### src/rtl/mux_nx1_rr.sv
// N-to-1 registered multiplexer with a single output slot; channel chosen either
// directly by index or by a round-robin arbiter that resumes after the last winner.
module mux_nx1_rr #(
  parameter int WIDTH = 8,
  parameter int N     = 8,
  localparam int SEL_W = (N > 1) ? $clog2(N) : 1
) (
  input  logic                 i_clk,
  input  logic                 i_rst_n,
  input  logic [N*WIDTH-1:0]   i_data,
  input  logic [N-1:0]         i_valid,
  output logic [N-1:0]         o_ready,
  input  logic                 i_mode,
  input  logic [SEL_W-1:0]     i_sel,
  output logic [WIDTH-1:0]     o_data,
  output logic                 o_valid,
  output logic [SEL_W-1:0]     o_src,
  input  logic                 i_ready
);

  logic [SEL_W-1:0] ptr;
  logic [SEL_W-1:0] gidx;
  logic             gnt;
  logic             free;
  logic             xfer;
  logic [WIDTH-1:0] gdata;

  // base + step modulo N; base < N and step <= N, so one subtraction suffices
  function automatic logic [SEL_W-1:0] next_idx(input logic [SEL_W-1:0] base, input int step);
    int s;
    s = int'(base) + step;
    if (s >= N) s = s - N;
    return SEL_W'(s);
  endfunction

  always_comb begin
    gnt  = 1'b0;
    gidx = '0;
    if (!i_mode) begin
      for (int k = 0; k < N; k++) begin
        if (i_sel == SEL_W'(k) && i_valid[k]) begin
          gnt  = 1'b1;
          gidx = SEL_W'(k);
        end
      end
    end else begin
      // scan from the far end so the nearest candidate after ptr wins last
      for (int k = N; k >= 1; k--) begin
        if (i_valid[next_idx(ptr, k)]) begin
          gnt  = 1'b1;
          gidx = next_idx(ptr, k);
        end
      end
    end
  end

  always_comb begin
    gdata = '0;
    for (int k = 0; k < N; k++) begin
      if (gidx == SEL_W'(k)) gdata = i_data[k*WIDTH +: WIDTH];
    end
  end

  assign free    = ~o_valid | i_ready;
  assign xfer    = gnt & free & i_rst_n;
  assign o_ready = xfer ? ({{(N-1){1'b0}}, 1'b1} << gidx) : '0;

  always_ff @(posedge i_clk or negedge i_rst_n) begin
    if (!i_rst_n) begin
      o_valid <= 1'b0;
      o_data  <= '0;
      o_src   <= '0;
      ptr     <= SEL_W'(N - 1);
    end else if (xfer) begin
      o_valid <= 1'b1;
      o_data  <= gdata;
      o_src   <= gidx;
      if (i_mode) ptr <= gidx;
    end else if (i_ready) begin
      o_valid <= 1'b0;
    end
  end

endmodule

### config.mk
export PLATFORM = sky130hd
export DESIGN_NAME = mux_nx1_rr
export DESIGN_NICKNAME = d
export VERILOG_FILES = /design/src/rtl/mux_nx1_rr.sv
export SDC_FILE = /design/constraint.sdc
export NUM_CORES = 1
export LEC_CHECK = 0
export ABC_AREA = 0
export BUFFER_PORTS_ARGS = -buffer_cell sky130_fd_sc_hd__buf_2
export CAP_MARGIN = 40
export CORE_MARGIN = 2
export CORE_UTILIZATION = 46
export DETAILED_ROUTE_END_ITERATION = 12
export PLACE_DENSITY = 0.83
export SETUP_SLACK_MARGIN = 0.15
export SYNTH_ARGS = -nofsm -noshare
export SYNTH_HDL_FRONTEND = slang
export SYNTH_SLANG_ARGS = --single-unit
### constraint.sdc
create_clock -name i_clk -period 4 [get_ports i_clk]
set_input_delay 0.4 -clock i_clk [delete_from_list [all_inputs] [get_ports i_clk]]
set_output_delay 0.4 -clock i_clk [all_outputs]
set_load 0.02 [all_outputs]
## Yosys cells after proc, flatten, opt, wreduce, memory -nomap -nowiden

Index checks and enable logic that the tools add are counted.

| word-level totals | value |
|---|---|
| bits in registers | 15 |

| operators by class | value |
|---|---|
| $add $sub $neg | 16 |
| reductions and logical operators | 12 |
| equality and inequality tests | 14 |
| order comparisons | 16 |
| shift operators | 1 |
| multiplexer cells | 76 |
| bitwise operators | 4 |

Operators with widths:

| cell | count |
|---|---|
| $mux 3 | 31 |
| $mux 8 | 9 |
| $lt 3x4->1 const B | 8 |
| $ge 4x4->1 const B | 7 |
| $mux 1 | 28 |
| $bmux 1 s3 | 8 |
| $eq 3x3->1 const B | 8 |
| $sub 3x1->3 const B | 8 |
| $add 3x3->4 const B | 4 |
| $eq 3x2->1 const B | 4 |
| $add 3x2->4 const B | 2 |
| $logic_and 1x1->1 | 8 |
| $shl 1x3->8 const A | 1 |
| $eq 3x1->1 const B | 2 |
| $logic_not 3->1 | 2 |
| $add 3x4->5 const B | 1 |
| $ge 5x4->1 const B | 1 |
| $add 3x1->4 const B | 1 |
| $and 1x1->1 | 2 |
| $reduce_and 2->1 | 1 |
| $reduce_bool 2->1 | 1 |
| $not 1->1 | 1 |
| $or 1x1->1 | 1 |

## Depth between registers and ports, before layout

Gate-level depths: netlist of run 1.

| depth | value |
|---|---|
| depth after elaboration | 24 |
| gate-level depth with buffers | 16 |
| mapped depth without buffers | 11 |

## Worst setup path before layout of run 1

No wires, ideal clock.

| path | value |
|---|---|
| path kind | reg2out |
| start point | register ptr[0] |
| end point | output port o_ready[2] |
| setup slack | 0.107 ns |
| cell stages (with the launch flop) | 15 |
| data required time | 3.600 ns |
| data arrival time | 3.493 ns |
| cell sequence | dfstp_2 buf_6 buf_2 inv_1 ha_1 buf_6 mux4_2 mux2_2 a211oi_2 o21ai_1 mux2i_1 a21oi_1 buf_6 nand2_1 nor2_1 |

| on the way | value |
|---|---|
| word-level cells in the longest chain between the ends | 18 |

RTL lines:

| element | RTL line | text |
|---|---|---|
| start, declared | 21 | `logic [SEL_W-1:0] ptr;` |
| start signal, assigned | 73 | `ptr <= SEL_W'(N - 1);` |
| start signal, assigned | 78 | `if (i_mode) ptr <= gidx;` |
| $add 3x4->5 | 31 | `s = int'(base) + step;` |
| $ge 5x4->1 or $sub 3x1->3 (tied branches) | 32 | `if (s >= N) s = s - N;` |
| $mux 3 | 32 |  |
| $mux 3 | 39 | `if (!i_mode) begin` |
| $bmux 1 s3 | 49 | `if (i_valid[next_idx(ptr, k)]) begin` |
| $mux 1 (not written as such) | 49 |  |
| $mux 1 (8 in series) | 49 |  |
| $mux 1 | 39 |  |
| $and 1x1->1 (2 in series) | 65 | `assign xfer = gnt & free & i_rst_n;` |
| $mux 8 * | 66 | `assign o_ready = xfer ? ({{(N-1){1'b0}}, 1'b1} << gidx) : '0;` |
| end, declared | 12 | `output logic [N-1:0] o_ready,` |

Mark *: on every way between the ends. The rest lies on a longest branch, timed or not. The select of a mux whose other input is x is not followed.

## Worst setup path after layout of run 1

| path | value |
|---|---|
| start point | register ptr[0] |
| end point | output port o_ready[1] |

The elaborated chain is that of the path after synthesis.

==> flow_summary.json, run 1 <==
{
  "synth-seq-cells": 15,
  "crit_path_start_kind": "flop",
  "antenna_found_initial": 0,
  "die_w_um": 72.9,
  "cts_tree": "built",
  "core_um2": 4660,
  "final_area_um2": 2910,
  "cts_buffer_depth": 2,
  "grt_pass1_vias": 2097,
  "grt_util_met3_pct": 3.04,
  "drive_gt1_share_pct": 52.8,
  "initialDrtViolationCount": 234,
  "crit_end": "o_ready[1]",
  "die_height_um": 72.9,
  "ctsRootBufferMaster": "clkbuf_8",
  "fin_skew_ns": 0.00203,
  "drtAntennaViolNets": 0,
  "clk_pin_slew_ns": 0.06,
  "grt_pass1_wl_mm": 10.2,
  "htreeDepth": 1,
  "nFillCells": 360,
  "timing.rr.end": "o_data[1]",
  "min_period_over_period_pct": 93.1,
  "min_path_type": "input port to asynchronous set/reset pin",
  "critical_path_arrival_ns": 3.33,
  "max_freq_mhz": 268,
  "ios": 99,
  "regToRegSetupSlack_ns": 0.46,
  "rsz0062_at_grt": "false",
  "p_per_area_nw_per_um2": 828,
  "top_usage_layer": "met2",
  "avgSynthCellArea_um2": 9.61,
  "max_cap_viol_count": 0,
  "yosys_warnings": 0,
  "dpl_cell_area_um2": 2690,
  "wl_per_cell_um": 17.4,
  "nets": 419,
  "r2r_cells": 13,
  "ys_types": 56,
  "end_kind": "output pin",
  "drtPass1Iterations": 5,
  "setup-tns-final_ns": 0,
  "path_max_fanout": 8,
  "routed_wl_mm": 6.79,
  "cts.sinks": 15,
  "layout_min_cycle_time_ns": 3.73,
  "vias": 2377,
  "synthTopCellsByArea": "dfrtp_1, mux4_2, mux2i_1, mux2_2, a22oi_2",
  "setup_viol": 0,
  "synth_edf_count": 0,
  "final_cell_mix": "buf_2, buf_4, nand2_1, mux2i_1, mux4_2",
  "yosysTopAreaCell": "dfrtp_1",
  "use_met1_pct": 34.1,
  "cts_buffers": 3,
  "max_slew_margin_pct": 66.1,
  "antennaDiodeCount": 0,
  "final_max_slew_viol_count": 0,
  "setup_ws_ns": 0.274,
  "synth-main-ff-cell": "dfrtp_1",
  "avgViaCountPerCell": 6.08,
  "synthArstFlopShare_pct": 100,
  "netlist_area_um2": 2180,
  "dieArea_um2": 5310,
  "initial_utilization_pct": 46.8,
  "timing.rr.start": "ptr[0]",
  "grt_start_max_net_pins": 18,
  "gp_congestion": 0.898,
  "outcome": "finished, final reports clean",
  "power_leakage_uw": 0.00135,
  "synth_top_area_share_pct": 13.8,
  "syn-num-nets": 308,
  "tightest_slew_ns": 0.505,
  "netlist_instances": 227,
  "grt_use_met2_pct": 41.0,
  "area_growth_pct": 33.1,
  "finalHoldViolCount": 0,
  "startpoint": "ptr[0]",
  "final_util_pct": 62.3,
  "seq_area_frac_synth_pct": 17.4,
  "dp_worst_setup_slack_ns": 0.344,
  "place.port_buffers": 98,
  "final_common_cell": "buf_2",
  "crit_required_ns": 3.60,
  "insertion_delay_ns": 0.25,
  "ir_drop_mv": 0.405,
  "globalRouteOverflowTotal": 0,
  "gr-usage-all-layers_pct": 24.5,
  "drc": 0,
  "power_uw": 2410,
  "criticalPathCategory": "flop to output pin",
  "num_rows": 25,
  "hpwl_mm": 5.09,
  "postCtsHoldBufs": 0
}
[sequential cells by signal, summed over array words and instances (netlist names)]
register / flops
o_src: 3
ptr: 3
o_data: 8
o_valid: 1
[metal layers]
layer  wire length, µm  part of all wire, %
met1              2840                   42
met2              3450                   51
met3               440                  6.5
met4                68                  1.0
met5                 0                    0
[worst min path at each step]
stage                  from   endpoint  slack [ns]  cells after the start
finish              i_rst_n   o_src[1]        0.06                      1
global route        i_rst_n   o_src[1]        0.09                      1
CTS                 i_rst_n   o_src[1]        0.07                      1
detailed placement  i_rst_n   o_src[1]        0.34                      1
global placement    i_rst_n   o_src[1]        0.33                      1
floorplan           i_rst_n  o_data[0]        0.10                      0
[synthesized netlist by cell type, types with 6 or more instances]
cell type	number
a22oi_2	7
a22oi_1	8
inv_1	7
o21ai_0	11
nor2_1	9
mux2_2	9
mux4_2	13
a22o_1	8
a2bb2oi_1	7
nand4_1	8
a21oi_1	8
dfrtp_1	12
mux2i_1	22
nand2_1	21
buf_2	6
nand2b_1	8
[critical path, stage by stage, from the launching register on]
cell and delay, ns:
dfstp_2 0.55, inv_2 0.08, ha_4 0.33, mux4_2 0.59, mux2_4 0.32, a211oi_2 0.21, o21ai_1 0.12, mux2i_1 0.15
a21oi_2 0.19, buf_4 0.17, and3b_1 0.22, buf_4 0.17
[stage by stage]
step | hold slack [ns] | instances
3_5_place_dp | 0.337 | 373
6_report | 0.0588 | 391
5_1_grt | 0.0892 | 391
3_3_place_gp | 0.332 | 373
4_1_cts | 0.0707 | 378
2_1_floorplan | 0.104 | 227
[cell families after synthesis]
| group | Yosys count | synth area share, % |
|---|---|---|
| fa+ha+maj | 2 | 1.15 |
| mux | 44 | 28.2 |
| xor+xnor | 4 | 1.61 |
| buf+inv | 24 | 7.22 |
| simple gates | 66 | 16.6 |
| compound gates | 72 | 27.9 |
| flops | 15 | 17.4 |
[cell type report]
class	count	area [µm²]	area share, %
Tap cell	54	67.6	2.33
Multi-Input combinational cell	188	1700	58.4
Sequential cell	15	383	13.2
Clock buffer	4	45.0	1.55
Timing Repair Buffer	122	684	23.6
Inverter	8	30.0	1.03
[repair_timing]
action / CTS / global route
cloned: 0 / 1
setup endpoints to repair: 5 / 6
resized for setup: 3 / 12
pin swaps: 1 / 5
setup buffers: 1 / 12
[where the power goes]
| group | internal, µW | switching (µW) | total (µW) |
|---|---|---|---|
| Sequential | 239 | 69.2 | 308 |
| Combinational | 927 | 1050 | 1970 |
| Clock | 70.6 | 55.0 | 126 |
No activity file was read; power rests on OpenSTA's default activity.
==> run 2: changes to the inputs <==
--- a/config.mk
+++ b/config.mk
@@ -8,6 +8,7 @@
 export ABC_AREA = 0
 export BUFFER_PORTS_ARGS = -buffer_cell sky130_fd_sc_hd__buf_2
 export CAP_MARGIN = 40
+export CORE_ASPECT_RATIO = 0.8
 export CORE_MARGIN = 2
 export CORE_UTILIZATION = 46
 export DETAILED_ROUTE_END_ITERATION = 12
==> run 2 against run 1 <==
Effect of this change:
- count of clock-buffer cells in the layout shrank 1
- non-clock buffer count fell by 5
- sequential power increased by 2%
- first-iteration DRC count up 1.3%
- final cell count grew 0.26%
- power increased by 4.0%
- critical path type unchanged
==> flow_summary.json, run 2 (synthesis gave the netlist of run 1 again) <==
{
  "outcome": "finished, final reports clean",
  "max_slew_margin_pct": 56.8,
  "final_common_cell": "buf_2",
  "largest_reg_flops": 8,
  "finalHoldViolCount": 0,
  "clk_pin_slew_ns": 0.07,
  "final_area_um2": 2870,
  "layout_min_cycle_time_ns": 3.80,
  "critPathBufInv": 2,
  "setup_ws_ns": 0.203,
  "top_register": "o_data",
  "drtPass1Iterations": 7,
  "dieArea_um2": 5310,
  "power_leakage_uw": 0.00133,
  "final_cell_mix": "buf_2, nand2_1, mux2i_1",
  "top_regs": "o_data: 8 flops, o_src: 3 flops, ptr: 3 flops",
  "grt_pass1_wl_mm": 10.7,
  "min_period_over_period_pct": 94.9,
  "vias": 2430,
  "critical_path_arrival_ns": 3.40,
  "initial_utilization_pct": 47.8,
  "end_kind": "output pin",
  "crit_required_ns": 3.60,
  "antenna_found_initial": 0,
  "rsz0062_at_grt": "false",
  "dp_worst_setup_slack_ns": 0.316,
  "setup_viol": 0,
  "crit_slowest_cell": "dfstp_4",
  "crit_path_max_incr_delay_ns": 0.74,
  "cts_buffer_depth": 2,
  "core_um2": 4570,
  "ios": 99,
  "setup-tns-final_ns": 0,
  "globalRouteOverflowTotal": 0,
  "area_growth_pct": 31.7,
  "cts_tree": "built",
  "initialDrtViolationCount": 237,
  "antennaDiodeCount": 0,
  "grt_pass1_vias": 2110,
  "num_rows": 22,
  "die_w_um": 81.0,
  "postCtsHoldBufs": 0,
  "grt_start_max_net_pins": 18,
  "nFillCells": 376,
  "avgViaCountPerCell": 6.20,
  "gp_congestion": 1.02,
  "regArea_um2": 383,
  "hold_slack_ns": 0.0474,
  "cp_top_family": "multiplexers",
  "die_height_um": 65.6,
  "dpl_cell_area_um2": 2700,
  "routed_wl_mm": 7.43,
  "insertion_delay_ns": 0.26,
  "ctsRootBufferMaster": "clkbuf_8",
  "crit_top_cell": "nand2_1",
  "tightest_slew_ns": 0.641,
  "place.port_buffers": 98,
  "gr-usage-all-layers_pct": 25.9,
  "drc": 0,
  "cts_buffers": 3,
  "wl_per_cell_um": 18.9,
  "p_per_area_nw_per_um2": 871,
  "max_cap_viol_count": 0,
  "ir_drop_mv": 0.406,
  "multi_input_area_um2": 1690,
  "final_max_slew_viol_count": 0,
  "crit_chain": "mux4_2, mux2i_2, nand2_1, a311o_1, a211oi_4, buf_4, nand2_1, nor2_4, buf_2",
  "dp_cells": 379,
  "finalNonFillerCells": 392,
  "max_freq_mhz": 263,
  "hpwl_mm": 5.35,
  "nets": 414,
  "drive_gt1_share_pct": 52.7,
  "crit_path_start_kind": "flop",
  "path_max_fanout": 15,
  "htreeDepth": 1,
  "fin_skew_ns": 0.00567,
  "criticalPathCategory": "flop to output pin",
  "cts.sinks": 15,
  "min_path_type": "input port to asynchronous set/reset pin",
  "drtAntennaViolNets": 0
}
## run 2: cell count changes in the layout (fill, tap and decap cells not counted), sizes merged
cell           previous run  this run
buf                     121       117
clkinv                    1         2
clkbuf                    4         3
clkdlybuf4s15             1         0
## run 2: area by class of cell
cell class	instances	area share (%)
tap	60	2.61
clock buffer	3	1.44
timing repair buffer	117	22.5
multi-input combinational	188	58.9
clock inverter	1	0.174
sequential	15	13.3
inverter	8	1.05
## run 2: per-stage QoR
| stage | power (µW) | util [%] |
|---|---|---|
| 6_report | 2500 | 62.9 |
| 2_1_floorplan | 1730 | - |
| 5_1_grt | 2630 | 62.9 |
| 3_5_place_dp | 2070 | 59.0 |
| 4_1_cts | 2250 | 60.6 |
| 3_3_place_gp | 2030 | 59.0 |
## run 2: final timing paths
path | cells past startpoint | end | slack [ns] | start
hold / removal | 1 | o_src[0] | 0.05 | i_rst_n
setup reg to reg | 14 | o_data[0] | 0.36 | ptr[0]
hold reg to reg | 1 | o_src[2] | 0.50 | o_src[2]
setup / recovery | 9 | o_ready[5] | 0.20 | ptr[2]
max in group asynchronous | 1 | ptr[2] | 3.64 | i_rst_n
min in group i_clk | 3 | o_data[4] | 0.35 | i_data[12]
## run 2: repair_timing
action                                  CTS  global route
pin swaps                                 0             9
gates resized for setup                   4            15
setup buffers                             1             8
endpoints found under the setup margin    7             8
## run 2: metal layers
| metal | vias to the layer above | part of all wire, % | global-route usage (%) |
|---|---|---|---|
| li1 | 1099 | - | - |
| met3 | 29 | 10 | 7.28 |
| met2 | 168 | 49 | 38.0 |
| met1 | 1134 | 39 | 36.7 |
| met5 | - | 0 | 0 |
| met4 | 0 | 2.1 | 7.84 |
## run 2: worst reg2reg max path: cells and delay by family (launching register included)
kind / cells / cell delay [ns]
AO/OA/AOI/OAI: 3 / 0.79
multiplexers: 1 / 0.61
buffers and inverters: 5 / 0.84
AND/OR/NAND/NOR: 5 / 0.70
flip-flops: 1 / 0.55
## run 2: power by group
part | switching (µW) | internal (µW)
sequential | 76.6 | 239
clock | 61.3 | 69.3
combinational | 1110 | 952
